<file path="src/rtl/tone_rom_player_if.sv">
// Sequencer/ROM/DAC bundle for tone_rom_player; the vol signal exists only with TONE_VOLUME_EN.
// master = sequencer and ROM side, slave = the player.
interface tone_rom_player_if #(
  parameter int ADDR_W = 9,
  parameter int DATA_W = 8
);
  logic              start;
  logic              stop;
  logic [15:0]       dur;
  logic [ADDR_W-1:0] rom_addr;
  logic [DATA_W-1:0] rom_q;
  logic [DATA_W-1:0] dac_data;
  logic              dac_valid;
  logic              busy;
  logic              done;
`ifdef TONE_VOLUME_EN
  logic [1:0]        vol;

  modport master (output start, stop, dur, rom_q, vol,
                  input  rom_addr, dac_data, dac_valid, busy, done);
  modport slave  (input  start, stop, dur, rom_q, vol,
                  output rom_addr, dac_data, dac_valid, busy, done);
`else
  modport master (output start, stop, dur, rom_q,
                  input  rom_addr, dac_data, dac_valid, busy, done);
  modport slave  (input  start, stop, dur, rom_q,
                  output rom_addr, dac_data, dac_valid, busy, done);
`endif
endinterface

</file>
<file path="src/rtl/tone_rom_player.sv">
// Steps a registered waveform ROM at one sample per STEP_DIV clocks and plays dur periods to the DAC.
// All outputs registered; no backpressure. Optional TONE_VOLUME_EN adds arithmetic-shift attenuation.
module tone_rom_player #(
  parameter int                ROM_DEPTH = 213,
  parameter int                ADDR_W    = 9,
  parameter int                DATA_W    = 8,
  parameter int                STEP_DIV  = 200,
  parameter logic [DATA_W-1:0] MIDSCALE  = 8'h80
) (
  input logic               clk,
  input logic               rst_n,
  tone_rom_player_if.slave  bus
);

  localparam int                DIV_W     = $clog2(STEP_DIV);
  localparam logic [DIV_W-1:0]  DIV_LAST  = DIV_W'(STEP_DIV - 1);
  localparam logic [ADDR_W-1:0] ADDR_LAST = ADDR_W'(ROM_DEPTH - 1);

  typedef enum logic [1:0] {IDLE, PLAY, DRAIN} state_t;

  state_t            state_q;
  logic [DIV_W-1:0]  div_q;
  logic [ADDR_W-1:0] addr_q;
  logic [DATA_W-1:0] dac_q;
  logic              vld_q;
  logic              done_q;
  logic              busy_q;
  logic [15:0]       dur_q;
  logic [15:0]       per_q;

  logic              tick_d;
  logic              wrap_d;
  logic [15:0]       per_d;
  logic [DATA_W-1:0] sample_d;

  always_comb begin
    tick_d = (div_q == DIV_LAST);
    wrap_d = (addr_q == ADDR_LAST);
    per_d  = per_q + 16'd1;
  end

`ifdef TONE_VOLUME_EN
  logic signed [DATA_W:0] diff_d;
  logic signed [DATA_W:0] shr_d;

  // Attenuate around midscale so the offset-binary zero level is preserved.
  always_comb begin
    diff_d   = $signed({1'b0, bus.rom_q}) - $signed({1'b0, MIDSCALE});
    shr_d    = diff_d >>> bus.vol;
    sample_d = MIDSCALE + shr_d[DATA_W-1:0];
  end
`else
  always_comb sample_d = bus.rom_q;
`endif

  always_ff @(posedge clk or negedge rst_n) begin
    if (!rst_n) begin
      state_q <= IDLE;
      div_q   <= '0;
      addr_q  <= '0;
      dac_q   <= MIDSCALE;
      vld_q   <= 1'b0;
      done_q  <= 1'b0;
      busy_q  <= 1'b0;
      dur_q   <= '0;
      per_q   <= '0;
    end else begin
      vld_q  <= 1'b0;
      done_q <= 1'b0;
      case (state_q)
        IDLE: begin
          addr_q <= '0;
          dac_q  <= MIDSCALE;
          if (bus.start) begin
            dur_q   <= bus.dur;
            div_q   <= '0;
            per_q   <= '0;
            busy_q  <= 1'b1;
            state_q <= PLAY;
          end
        end
        PLAY: begin
          // Abort wins over a coinciding tick: no sample is emitted on the way out.
          if (bus.stop) begin
            state_q <= IDLE;
            dac_q   <= MIDSCALE;
            addr_q  <= '0;
            div_q   <= '0;
            busy_q  <= 1'b0;
            done_q  <= 1'b1;
          end else if (tick_d) begin
            div_q <= '0;
            dac_q <= sample_d;
            vld_q <= 1'b1;
            if (wrap_d) begin
              addr_q <= '0;
              per_q  <= per_d;
              if (dur_q != 16'd0 && per_d == dur_q) state_q <= DRAIN;
            end else begin
              addr_q <= addr_q + ADDR_W'(1);
            end
          end else begin
            div_q <= div_q + DIV_W'(1);
          end
        end
        DRAIN: begin
          if (bus.stop || tick_d) begin
            state_q <= IDLE;
            dac_q   <= MIDSCALE;
            addr_q  <= '0;
            div_q   <= '0;
            busy_q  <= 1'b0;
            done_q  <= 1'b1;
          end else begin
            div_q <= div_q + DIV_W'(1);
          end
        end
        default: state_q <= IDLE;
      endcase
    end
  end

  assign bus.rom_addr  = addr_q;
  assign bus.dac_data  = dac_q;
  assign bus.dac_valid = vld_q;
  assign bus.busy      = busy_q;
  assign bus.done      = done_q;

endmodule

</file>
<file path="src/flat_wrapper.sv">
// flat-port wrapper written by rule: the top's interface ports become plain ports
module tone_rom_player_flat 
#(
  parameter int                ROM_DEPTH = 213,
  parameter int                ADDR_W    = 9,
  parameter int                DATA_W    = 8,
  parameter int                STEP_DIV  = 200,
  parameter logic [DATA_W-1:0] MIDSCALE  = 8'h80
)
  (clk, rst_n, bus_start, bus_stop, bus_dur, bus_rom_q, bus_rom_addr, bus_dac_data, bus_dac_valid, bus_busy, bus_done);
  tone_rom_player_if #(.ADDR_W(ADDR_W), .DATA_W(DATA_W)) bus_i ();
  input logic clk;
  input logic rst_n;
  input wire logic [$bits(bus_i.start)-1:0] bus_start;
  input wire logic [$bits(bus_i.stop)-1:0] bus_stop;
  input wire logic [$bits(bus_i.dur)-1:0] bus_dur;
  input wire logic [$bits(bus_i.rom_q)-1:0] bus_rom_q;
  output wire logic [$bits(bus_i.rom_addr)-1:0] bus_rom_addr;
  output wire logic [$bits(bus_i.dac_data)-1:0] bus_dac_data;
  output wire logic [$bits(bus_i.dac_valid)-1:0] bus_dac_valid;
  output wire logic [$bits(bus_i.busy)-1:0] bus_busy;
  output wire logic [$bits(bus_i.done)-1:0] bus_done;
  assign bus_i.start = bus_start;
  assign bus_i.stop = bus_stop;
  assign bus_i.dur = bus_dur;
  assign bus_i.rom_q = bus_rom_q;
  assign bus_rom_addr = bus_i.rom_addr;
  assign bus_dac_data = bus_i.dac_data;
  assign bus_dac_valid = bus_i.dac_valid;
  assign bus_busy = bus_i.busy;
  assign bus_done = bus_i.done;
  tone_rom_player #(.ROM_DEPTH(ROM_DEPTH), .ADDR_W(ADDR_W), .DATA_W(DATA_W), .STEP_DIV(STEP_DIV), .MIDSCALE(MIDSCALE)) u_core (.clk(clk), .rst_n(rst_n), .bus(bus_i));
endmodule
</file>
<file path="config.mk">
export PLATFORM = sky130hd
export DESIGN_NAME = tone_rom_player_flat
export DESIGN_NICKNAME = d
export VERILOG_FILES = /design/src/rtl/tone_rom_player_if.sv /design/src/rtl/tone_rom_player.sv /design/src/flat_wrapper.sv
export SDC_FILE = /design/constraint.sdc
export NUM_CORES = 1
export LEC_CHECK = 0
export BUFFER_PORTS_ARGS = -buffer_cell sky130_fd_sc_hd__buf_2
export CAP_MARGIN = 20
export CORE_MARGIN = 2
export CORE_UTILIZATION = 55
export CTS_CLUSTER_DIAMETER = 200
export DETAILED_ROUTE_END_ITERATION = 8
export GPL_TIMING_DRIVEN = 0
export PLACE_DENSITY = 0.78
export SKIP_CTS_REPAIR_TIMING = 1
export SYNTH_ARGS = -nofsm -noshare
export SYNTH_HDL_FRONTEND = slang
export SYNTH_SLANG_ARGS = --single-unit
</file>
<file path="constraint.sdc">
create_clock -name clk -period 3.14 [get_ports clk]
set_input_delay 0.157 -clock clk [delete_from_list [all_inputs] [get_ports clk]]
set_output_delay 0.157 -clock clk [all_outputs]
set_load 0.01 [all_outputs]
</file>
==> Word level (Yosys, flattened, before mapping) <==
Cells that the tools add are included.
{ "op_classes": {"add_sub_neg": 3, "n_mul": 0, "div": 0, "magnitude_cmp": 0, "n_eq_ne": 14, "shifts": 0, "muxes": 36, "n_bitwise": 0, "reduce_logical": 12} }
{ "op_table": {"columns": ["operator", "count"], "rows": [
  ["16-bit 2-to-1 mux", 4],
  ["8-bit 2-to-1 mux", 7],
  ["8-bit case mux with 3 select lines", 2],
  ["9-bit 2-to-1 mux", 4],
  ["16-bit case mux with 2 select lines", 1],
  ["9-bit case mux with 3 select lines", 1],
  ["16-bit by 1-bit adder with 16-bit output (second input constant)", 1],
  ["16-bit == test", 1],
  ["16-bit nonzero test", 1],
  ["2-bit 2-to-1 mux", 6],
  ["5-bit AND reduction", 2],
  ["9-bit by 1-bit adder with 9-bit output (second input constant)", 1],
  ["9-bit by 8-bit == test with 1-bit output (second input constant)", 1],
  ["3-bit by 2-bit inequality test with 1-bit output (second input constant)", 3],
  ["8-bit by 1-bit adder with 8-bit output (second input constant)", 1],
  ["8-bit == test (second input constant)", 1],
  ["1-bit 2-to-1 mux", 8],
  ["2-bit by 1-bit inequality test with 1-bit output (second input constant)", 3],
  ["2-bit inequality test (second input constant)", 3],
  ["2-bit case mux with 3 select lines", 1],
  ["2-bit AND reduction", 2],
  ["4-bit AND reduction", 1],
  ["1-bit case mux with 3 select lines", 1],
  ["3-bit AND reduction", 1],
  ["8 further kinds", 8]
]} }
{ "totals": {"reg_bits": 62, "latch_bits": 0, "ramBits": 0, "mem_bits_ro": 0, "inputBits": 28, "output_inout_bits": 20, "mem_count": 0} }

==> Longest topological paths before layout <==
Gate-level depths: netlist of the first run.
{ "logic_depth": {"ltp_word": 8, "ltp_mapped": 11} }

==> Least setup slack after synthesis of the first run <==
No wires, ideal clock.
{ "synth_timing": {"path_kind": "register to register", "start": "register u_core.per_q[1]", "end": "register u_core.state_q[0]", "setup_time_ns": 0.079, "arrival_ns": 2.188, "t_required_ns": 3.061, "slack_ns": 0.873, "path_stages_with_launch": 10, "n_path_buf": 1, "period_less_slack_ns": 2.267, "path_cell_list": "dfrtp_1 > ha_1 > clkbuf_2 > and4_1 > a21oi_1 > a2111o_1 > nor4_1 > nand4_1 > o31ai_2 > mux2i_1"} }
{ "synth_between": {"elab_chain_len": 5} }
{ "synth_rtl": {"columns": ["item", "line_no", "text"], "rows": [
  ["start: declaration", "tone_rom_player.sv:29", "logic [15:0] per_q;"],
  ["start signal: assignment", "tone_rom_player.sv:97", "per_q <= per_d;"],
  ["16-bit by 1-bit adder with 16-bit output", "tone_rom_player.sv:39", "per_d = per_q + 16'd1;"],
  ["16-bit == test", "tone_rom_player.sv:98", "if (dur_q != 16'd0 && per_d == dur_q) state_q <= DRAIN;"],
  ["1-bit logical AND", "tone_rom_player.sv:98", null],
  ["3-bit by 2-bit inequality test with 1-bit output (no source line)", null, null],
  ["5-bit AND reduction (no source line)", null, null],
  ["end signal: assignment", "tone_rom_player.sv:98", null],
  ["end signal: assignment", "tone_rom_player.sv:108", "state_q <= IDLE;"],
  ["end signal: assignment", "tone_rom_player.sv:118", "default: state_q <= IDLE;"],
  ["end: declaration", "tone_rom_player.sv:21", "state_t state_q;"]
]} }
No other way between the ends.
A chain may end at the register's enable or synchronous reset.

==> Worst setup path in the final report of the first run <==
Ends and elaborated chain as after synthesis.

==> impl_summary.log, run 1 <==
[metrics] largest clock skew in the final design: 0.01361 ns
[metrics] total grt overflow: 0
[metrics] count of buffers from port buffering: 47
[metrics] number of iterations in the first detailed-routing pass: 5
[metrics] fraction of final layout cells sized beyond drive strength 1: 23.43%
[metrics] startpoint of the worst register-to-register path: u_core.per_q[1]
[metrics] routed length per placed instance: 15.42 µm
[metrics] total power: 3392 µW
[metrics] most used cells in the layout excluding fill and tap cells: 61 x dfrtp_1, 56 x nand2_1, 51 x buf_2
[metrics] max-slew headroom at the worst pin: 55.54%
[metrics] instance count of the mapped netlist: 396
[metrics] internal power component: 2039 µW
[metrics] count of flip-flops with a built-in enable after synthesis: 0
[metrics] routed via count divided by cell count: 5.879
[metrics] count of boundary I/O pins: 48
[metrics] Reg clk slew, reported paths: 0.08 ns
[metrics] power share of the combinational group: 40.4%
[metrics] category of the most critical setup path: register to register
[metrics] commonest register cell after synthesis: dfrtp_1
[metrics] Critical Path AT: 3.02 ns
[metrics] Worst Setup Slack post-DPL: 0.3478 ns
[metrics] number of distinct library cell variants in the gate-level netlist after synthesis: 60
[metrics] crit path setup slack, layout: 0.3906 ns
[metrics] sequential fraction of the synthesis area: 42.08%
[metrics] number of antenna violations at the first check in global routing: 0
[metrics] number of synthesis warnings: 0
[metrics] unrepaired setup endpoints after global routing: no
[metrics] wire length of the first global-routing pass: 13.96 mm
[metrics] Antenna Violating Nets Remaining: 0
[metrics] register share of total power: 36.2%
[metrics] number of core rows: 29
[metrics] largest area contributor in the netlist: dfrtp_1
[metrics] CTS root buffer: clkbuf_8
[metrics] clock tree from TritonCTS: built
[metrics] horizontal die dimension: 85.91 µm
[metrics] final weighted congestion in routability-driven placement: 0.9399
[metrics] residual DRC count: 0
[metrics] Post-layout nets: 492
[metrics] Cells after DPL: 521
[metrics] Worst setup SP type: register
[metrics] commonest non-fill, non-tap cell in the layout: dfrtp_1
[metrics] power density relative to cell area: 792.6 nW/µm²
[metrics] switching share of power: 39.88%
[metrics] non-filler cells, final: 538
[metrics] DP Wirelength: 6.128 mm
[metrics] power dissipated by switching net loads: 1353 µW
[metrics] floorplan die area: 7380 µm²
[metrics] worst vdd rail ir drop: 0.4687 mV
[metrics] initial cell density of the core: 57.45%
[metrics] level count of the clock H-tree: 3
[metrics] FFs w/ async S/R, synth: 100.0%
[metrics] Hold Vio Cnt, Final: 0
[metrics] overall global routing resource usage: 23.75%
[metrics] maximum buffer depth of the clock tree: 2
[metrics] filler instances: 540
[metrics] clock share of power: 23.5%
[metrics] number of DRC markers in iteration 0: 133
[metrics] syn avg cell area: 9.318 µm²
[metrics] Clock Sink Count: 62
[metrics] total nets after synthesis: 432
[metrics] Slew @ Worst Pin: 0.6669 ns
[metrics] launch instance of the worst min-delay path: bus_rom_q[0]
[metrics] number of buffers inserted during clock tree synthesis: 9
[metrics] core footprint: 6422 µm²
[metrics] antenna diode count: 0
[metrics] final count of pins violating max slew: 0
[metrics] count of vias placed by the detailed router: 3163
[metrics] number of global-route vias before repair: 2978
[metrics] final period demand of the worst path: 2.749 ns
[metrics] setup tns final: 0 ns
[metrics] Routed WL: 8.298 mm
[metrics] type of destination of the critical path: register
[metrics] highest net fanout along the worst path: 8
[metrics] area of the mapped netlist: 3690 µm²
[metrics] Yosys top cell area share: 41.37%
[metrics] required time reported for the critical path endpoint: 3.41 ns
[metrics] highest clock rate: 0.3637 GHz
[metrics] number of failing setup endpoints in the final timing report: 0
[metrics] launch point of the critical path: u_core.per_q[1]
[metrics] kind of path behind the tightest hold check: primary input to register
[metrics] Leakage: 0.001936 µW
[metrics] Layout area overhead: 15.97%
[metrics] Die Y-Extent: 85.91 µm
[metrics] reported max-cap violation count: 0
[metrics] post-synthesis register bit count: 62
[metrics] clock insertion delay at the later pin of the skew report: 0.36 ns
[metrics] worst slack on hold paths: 0.02056 ns
[metrics] result of the run: completed
[metrics] top area cells in the synthesized netlist: dfrtp_1 41%, nand2_1 5.7%, mux2_2 5.5%
[metrics] largest net degree at the start of global routing: 34
[metrics] portion of the clock cycle consumed by the worst path in the final layout: 87.56%
## path summary, 6_finish.rpt
path / endpoint / cells after the start / slack, ns
setup / recovery: u_core.state_q[0] / 9 / 0.39
hold / removal: u_core.bus.dac_data[0] / 3 / 0.02
setup reg to reg: u_core.state_q[0] / 9 / 0.39
hold reg to reg: u_core.bus.dac_data[6] / 2 / 0.46
max in group asynchronous: u_core.bus.dac_data[7] / 3 / 2.11
min in group asynchronous: u_core.div_q[3] / 2 / 0.37
## area by class of cell
class / instances / area, µm² / area share [%]
Buffer: 20 / 123.9 / 2.895
Clock buffer: 9 / 123.9 / 2.895
Clock inverter: 7 / 96.34 / 2.251
Inverter: 8 / 30.03 / 0.7018
Multi-Input combinational cell: 306 / 1991 / 46.52
Sequential cell: 62 / 1553 / 36.29
Tap cell: 77 / 96.34 / 2.251
Timing Repair Buffer: 49 / 265.3 / 6.199
## per-stage QoR
| stage | cell area, µm² | util, % |
|---|---|---|
| 2_1_floorplan | 3690 | - |
| 3_3_place_gp | 4021 | 62.61 |
| 3_5_place_dp | 4041 | 62.93 |
| 4_1_cts | 4262 | 66.36 |
| 5_1_grt | 4279 | 66.63 |
| 6_report | 4279 | 66.63 |
## cells in the mapped netlist (4+ instances only)
| cell type | count |
|---|---|
| dfrtp_1 | 61 |
| nor3_1 | 13 |
| clkbuf_1 | 10 |
| a21oi_1 | 8 |
| nor2_1 | 18 |
| inv_1 | 8 |
| and3_1 | 10 |
| nor4_1 | 12 |
| xnor2_1 | 5 |
| o21ai_0 | 40 |
| buf_2 | 4 |
| a22o_1 | 8 |
| ha_1 | 8 |
| a21o_1 | 5 |
| mux2_2 | 18 |
| nand4_1 | 7 |
| xor2_1 | 13 |
| nand2_1 | 56 |
| nand3_1 | 24 |
| nand2b_1 | 12 |
## cells by family (layout without fill, tap and decap cells)
| logic type | count (synthesis) | in the layout | synth area share (%) |
|---|---|---|---|
| xor+xnor | 18 | 18 | 4.273 |
| buf+inv | 28 | 93 | 4.171 |
| compound gates | 85 | 85 | 15.16 |
| flops | 62 | 62 | 42.08 |
| simple gates | 174 | 174 | 25.30 |
| fa+ha+maj | 8 | 8 | 2.713 |
| mux | 21 | 21 | 6.307 |
## routing by layer
metal	vias to the layer above	GRT usage [%]	part of all wire, %
met2	98	38.13	46
met3	11	4.235	5.8
met1	1490	31.85	46
met5	-	0	0
li1	1564	-	-
met4	0	9.812	1.3
## sequential cells by signal, summed over array words and instances, names as in the netlist
| name | count |
|---|---|
| u_core.bus.busy | 1 |
| u_core.bus.dac_valid | 1 |
| u_core.bus.rom_addr | 9 |
| u_core.state_q | 2 |
| u_core.div_q | 8 |
| u_core.dur_q | 16 |
| u_core.per_q | 16 |
| u_core.bus.dac_data | 8 |
| u_core.bus.done | 1 |
## power by group through the flow
stage | clock network, µW | logic, µW | registers, µW
global placement | 0 | 1320 | 1230
finish | 795 | 1370 | 1230
floorplan | 0 | 1000 | 1200
detailed placement | 0 | 1350 | 1240
CTS | 801 | 1360 | 1220
global route | 837 | 1510 | 1260
## worst max-delay path, cell delays in order (launching register included)
cell and delay (ns):
dfrtp_1 0.51, ha_1 0.22, clkbuf_2 0.22, and4_1 0.35, a21oi_1 0.10, a2111o_1 0.36
nor4_1 0.26, nand4_1 0.18, o31ai_2 0.26, mux2i_1 0.21
Note: power is estimated with default switching activity, not from simulation.
==> run 2, diff against run 1 <==
--- a/config.mk
+++ b/config.mk
@@ -6,9 +6,9 @@
 export NUM_CORES = 1
 export LEC_CHECK = 0
 export BUFFER_PORTS_ARGS = -buffer_cell sky130_fd_sc_hd__buf_2
-export CAP_MARGIN = 20
 export CORE_MARGIN = 2
 export CORE_UTILIZATION = 55
+export CTS_BUF_LIST = sky130_fd_sc_hd__clkbuf_16
 export CTS_CLUSTER_DIAMETER = 200
 export DETAILED_ROUTE_END_ITERATION = 8
 export GPL_TIMING_DRIVEN = 0
==> impl_summary.log, run 2 (same netlist as run 1, synthesis figures left out) <==
[metrics] portion of the clock cycle consumed by the worst path in the final layout: 91.00%
[metrics] Worst Setup EP: u_core.per_q[12]
[metrics] Routed WL: 8.460 mm
[metrics] final weighted congestion in routability-driven placement: 0.9399
[metrics] clock tree from TritonCTS: built
[metrics] Post-layout nets: 491
[metrics] count of vias placed by the detailed router: 3211
[metrics] power density relative to cell area: 869.1 nW/µm²
[metrics] Worst Setup Slack post-DPL: 0.3556 ns
[metrics] launch point of the critical path: u_core.state_q[1]
[metrics] Antenna Violating Nets Remaining: 0
[metrics] number of buffers inserted during clock tree synthesis: 9
[metrics] reg2reg end: u_core.per_q[12]
[metrics] highest net fanout along the worst path: 10
[metrics] result of the run: completed
[metrics] kind of path behind the tightest hold check: primary input to register
[metrics] filler instances: 507
[metrics] clock insertion delay at the later pin of the skew report: 0.33 ns
[metrics] residual DRC count: 0
[metrics] end-of-flow core utilization: 68.58%
[metrics] number of core rows: 29
[metrics] largest clock skew in the final design: 0.006420 ns
[metrics] category of the most critical setup path: register to register
[metrics] Reg clk slew, reported paths: 0.06 ns
[metrics] Die Y-Extent: 85.91 µm
[metrics] max-slew headroom at the worst pin: 50.71%
[metrics] number of global-route vias before repair: 3015
[metrics] Slew @ Worst Pin: 0.7394 ns
[metrics] multi-input combinational cell area: 1983 µm²
[metrics] final period demand of the worst path: 2.857 ns
[metrics] reported max-cap violation count: 0
[metrics] number of failing setup endpoints in the final timing report: 0
[metrics] Layout area overhead: 19.36%
[metrics] number of DRC markers in iteration 0: 152
[metrics] unrepaired setup endpoints after global routing: no
[metrics] type of destination of the critical path: register
[metrics] routed length per placed instance: 15.75 µm
[metrics] Cells after DPL: 520
[metrics] total grt overflow: 0
[metrics] highest clock rate: 0.3500 GHz
[metrics] count of buffers from port buffering: 47
[metrics] initial cell density of the core: 57.45%
[metrics] worst vdd rail ir drop: 0.5245 mV
[metrics] worst path cell trace: inv_1, ha_1, clkbuf_1, nand2b_1, o32ai_1, nand2_1, buf_2, buf_2, nor4_1, o21ai_0, nand2_1
[metrics] final count of pins violating max slew: 0
[metrics] most used cells in the layout excluding fill and tap cells: 61 x dfrtp_1, 56 x nand2_1, 50 x buf_2
[metrics] slowest CP cell: o32ai_1
[metrics] Crit path depth: 11
[metrics] crit path setup slack, layout: 0.2826 ns
[metrics] DP Wirelength: 5.992 mm
[metrics] required time reported for the critical path endpoint: 3.41 ns
[metrics] flip-flop and latch area: 1553 µm²
[metrics] setup tns final: 0 ns
[metrics] core footprint: 6422 µm²
[metrics] commonest non-fill, non-tap cell in the layout: dfrtp_1
[metrics] Hold Vio Cnt, Final: 0
[metrics] largest net degree at the start of global routing: 63
[metrics] fraction of final layout cells sized beyond drive strength 1: 23.04%
[metrics] level count of the clock H-tree: 3
[metrics] non-filler cells, final: 537
[metrics] number of buffer and inverter instances along the worst setup path: 4
[metrics] startpoint of the worst register-to-register path: u_core.state_q[1]
[metrics] number of antenna violations at the first check in global routing: 0
[metrics] maximum buffer depth of the clock tree: 2
[metrics] antenna diode count: 0
[metrics] cell count of the worst reg-to-reg path: 11
[metrics] number of iterations in the first detailed-routing pass: 5
[metrics] Clock Sink Count: 62
[metrics] wire length of the first global-routing pass: 14.28 mm
[metrics] Critical Path AT: 3.12 ns
[metrics] overall global routing resource usage: 24.55%
[metrics] biggest cell delay along the critical path: 0.62 ns
[metrics] crit-path leading delay family: buffers and inverters
[metrics] slack of the worst reg-to-reg path: 0.28 ns
[metrics] Worst setup SP type: register
[metrics] Leakage: 0.002000 µW
[metrics] total power: 3828 µW
[metrics] count of boundary I/O pins: 48
[metrics] CTS root buffer: clkbuf_16
[metrics] horizontal die dimension: 85.91 µm
[metrics] routed via count divided by cell count: 5.980
[metrics] floorplan die area: 7380 µm²
[run 2: worst min path at each step]
stage,cells after the start,end,start
2_1_floorplan,0,u_core.bus.busy,rst_n
3_3_place_gp,3,u_core.bus.dac_data[1],bus_rom_q[1]
3_5_place_dp,3,u_core.bus.dac_data[0],bus_rom_q[0]
4_1_cts,3,u_core.bus.dac_data[0],bus_rom_q[0]
5_1_grt,2,u_core.dur_q[6],bus_dur[6]
6_report,3,u_core.bus.dac_data[0],bus_rom_q[0]
[run 2: area by class of cell]
type	instances	share of cell area, %
Multi-Input combinational cell	306	45.03
Sequential cell	62	35.26
Timing Repair Buffer	48	5.625
Clock buffer	9	5.114
Clock inverter	7	3.295
Buffer	20	2.813
Tap cell	77	2.188
Inverter	8	0.6818
[run 2: stage by stage]
stage	hold slack, ns	cell area [µm²]
final	0.05293	4404
after CTS	0.04926	4392
after global placement	0.3814	4021
after global routing	0.06029	4404
after floorplan	-0.1386	3690
after detailed placement	0.3896	4021
[run 2: worst register-to-register path, delay by kind of cell (launching register included)]
| family | cells | cell delay (ns) |
|---|---|---|
| AND/OR/NAND/NOR | 4 | 0.60 |
| adder cells (fa/ha/maj) | 1 | 0.14 |
| flip-flops | 1 | 0.41 |
| buffers and inverters | 4 | 0.92 |
| AO/OA/AOI/OAI | 2 | 0.73 |
[run 2: layer usage]
layer  vias to the layer above  GRT usage, %  routed length [µm]
met5                         -             0                   0
met4                         0         10.68                 165
met3                        14         4.716                 539
met2                       115         40.52                4035
met1                      1518         31.46                3720
li1                       1564             -                   -
[run 2: report_power, final]
| part | total, µW | internal, µW | switching [µW] |
|---|---|---|---|
| sequential | 1230 | 1010 | 214 |
| combinational | 1370 | 574 | 794 |
| clock | 1230 | 859 | 373 |
| total | 3830 | 2450 | 1380 |
==> run 3, diff against run 2 <==
==> constraint.sdc (replaced) <==
create_clock -name clk -period 3.14 [get_ports clk]
set_input_delay 0.942 -clock clk [delete_from_list [all_inputs] [get_ports clk]]
set_output_delay 0.942 -clock clk [all_outputs]
set_load 0.01 [all_outputs]
==> impl_summary.log, run 3 (same netlist as run 1, synthesis figures left out) <==
[metrics] clock tree from TritonCTS: built
[metrics] power share of the combinational group: 35.8%
[metrics] Slew @ Worst Pin: 0.7422 ns
[metrics] power density relative to cell area: 872.3 nW/µm²
[metrics] cell area after layout: 4394 µm²
[metrics] biggest cell delay along the critical path: 0.62 ns
[metrics] floorplan die area: 7380 µm²
[metrics] highest clock rate: 0.3499 GHz
[metrics] result of the run: completed
[metrics] total grt overflow: 0
[metrics] routed length per placed instance: 15.85 µm
[metrics] worst path cell trace: inv_1, ha_1, clkbuf_1, nand2b_1, o32ai_1, nand2_1, buf_2, buf_2, nor4_1, o21ai_0, nand2_1
[metrics] number of global-route vias before repair: 3015
[metrics] maximum buffer depth of the clock tree: 2
[metrics] largest clock skew in the final design: 0.006559 ns
[metrics] kind of path behind the tightest hold check: register to register
[metrics] horizontal die dimension: 85.91 µm
[metrics] Clock Sink Count: 62
[metrics] count of buffers from port buffering: 47
[metrics] commonest non-fill, non-tap cell in the layout: dfrtp_1
[metrics] number of failing setup endpoints in the final timing report: 0
[metrics] end-of-flow core utilization: 68.42%
[metrics] setup tns final: 0 ns
[metrics] highest net fanout along the worst path: 10
[metrics] worst slack on hold paths: 0.4526 ns
[metrics] count of vias placed by the detailed router: 3227
[metrics] Antenna Violating Nets Remaining: 0
[metrics] Hold Vio Cnt, Final: 0
[metrics] Worst setup SP type: register
[metrics] number of iterations in the first detailed-routing pass: 5
[metrics] switching share of power: 36.18%
[metrics] final weighted congestion in routability-driven placement: 0.9399
[metrics] DP Wirelength: 5.992 mm
[metrics] largest net degree at the start of global routing: 63
[metrics] non-filler cells, final: 536
[metrics] Layout area overhead: 19.09%
[metrics] slowest CP cell: o32ai_1
[metrics] unrepaired setup endpoints after global routing: no
[metrics] number of buffers inserted during clock tree synthesis: 9
[metrics] number of core rows: 29
[metrics] most used cells in the layout excluding fill and tap cells: 61 x dfrtp_1, 56 x nand2_1, 50 x buf_2
[metrics] initial cell density of the core: 57.45%
[metrics] antenna diode count: 0
[metrics] Leakage: 0.001996 µW
[metrics] CTS root buffer: clkbuf_16
[metrics] Reg clk slew, reported paths: 0.05 ns
[metrics] Critical Path AT: 3.12 ns
[metrics] Cells after DPL: 520
[metrics] final period demand of the worst path: 2.858 ns
[metrics] number of DRC markers in iteration 0: 153
[metrics] register share of total power: 32.1%
[metrics] internal power component: 2446 µW
[metrics] Die Y-Extent: 85.91 µm
[metrics] wire length of the first global-routing pass: 14.28 mm
[metrics] fraction of final layout cells sized beyond drive strength 1: 23.09%
[metrics] max-slew headroom at the worst pin: 50.52%
[metrics] residual DRC count: 0
[metrics] overall global routing resource usage: 24.55%
[metrics] Routed WL: 8.495 mm
[metrics] level count of the clock H-tree: 3
[metrics] clock insertion delay at the later pin of the skew report: 0.33 ns
[metrics] reported max-cap violation count: 0
[metrics] number of antenna violations at the first check in global routing: 0
[metrics] routed via count divided by cell count: 6.021
[metrics] count of boundary I/O pins: 48
[metrics] core footprint: 6422 µm²
[metrics] worst vdd rail ir drop: 0.5259 mV
[metrics] final count of pins violating max slew: 0
[metrics] category of the most critical setup path: register to register
[metrics] Placed Area: 4021 µm²
[metrics] required time reported for the critical path endpoint: 3.41 ns
[metrics] clock share of power: 32.2%
[metrics] portion of the clock cycle consumed by the worst path in the final layout: 91.01%
[metrics] power dissipated by switching net loads: 1387 µW
[metrics] type of destination of the critical path: register
[metrics] Post-layout nets: 490
run 3: cell type report:
cell class,instances,area [µm²]
fillers,508,2028
clock inverters,7,145.1
inverters,8,30.03
multi-input cells,306,1983
repair buffers,47,237.7
plain buffers,20,123.9
flip-flops and latches,62,1553
well taps,77,96.34
clock buffers,9,225.2
run 3: worst max-delay path, delay by kind of cell (launching register included):
| family | cells | cell delay, ns |
|---|---|---|
| DFF | 1 | 0.41 |
| adders and majority gates | 1 | 0.14 |
| AOI/OAI and AO/OA | 2 | 0.73 |
| buffers and inverters | 4 | 0.92 |
| and+or+nand+nor | 4 | 0.60 |
run 3: path summary, 6_finish.rpt:
path	start	end	slack (ns)	cells past startpoint
worst max-delay path	u_core.state_q[1]	u_core.per_q[12]	0.28	11
worst min-delay path	u_core.bus.dac_data[7]	u_core.bus.dac_data[7]	0.45	2
worst max register to register	u_core.state_q[1]	u_core.per_q[12]	0.28	11
worst min register to register	u_core.bus.dac_data[7]	u_core.bus.dac_data[7]	0.45	2
max in group asynchronous	rst_n	u_core.per_q[1]	1.97	1
min in group asynchronous	rst_n	u_core.div_q[3]	0.69	1
run 3: layer usage:
metal	GRT usage, %	vias to the layer above	routed length, µm
met1	31.46	1540	3779
met5	0	-	0
li1	-	1563	-
met2	40.52	112	4042
met3	4.716	12	523
met4	10.68	0	150
run 3: stage by stage:
stage / total power [µW] / setup WS [ns]
after floorplan: 2208 / 0.8245
after detailed placement: 2583 / 0.2507
final: 3833 / 0.2822
after global routing: 4046 / 0.09551
after CTS: 3832 / 0.3220
after global placement: 2545 / 0.2877
run 3: power groups by stage:
stage	Sequential (µW)	Combinational (µW)	Clock, µW
detailed placement	1240	1350	0
finish	1230	1370	1230
CTS	1230	1360	1250
global placement	1230	1320	0
floorplan	1200	1000	0
global route	1260	1500	1280
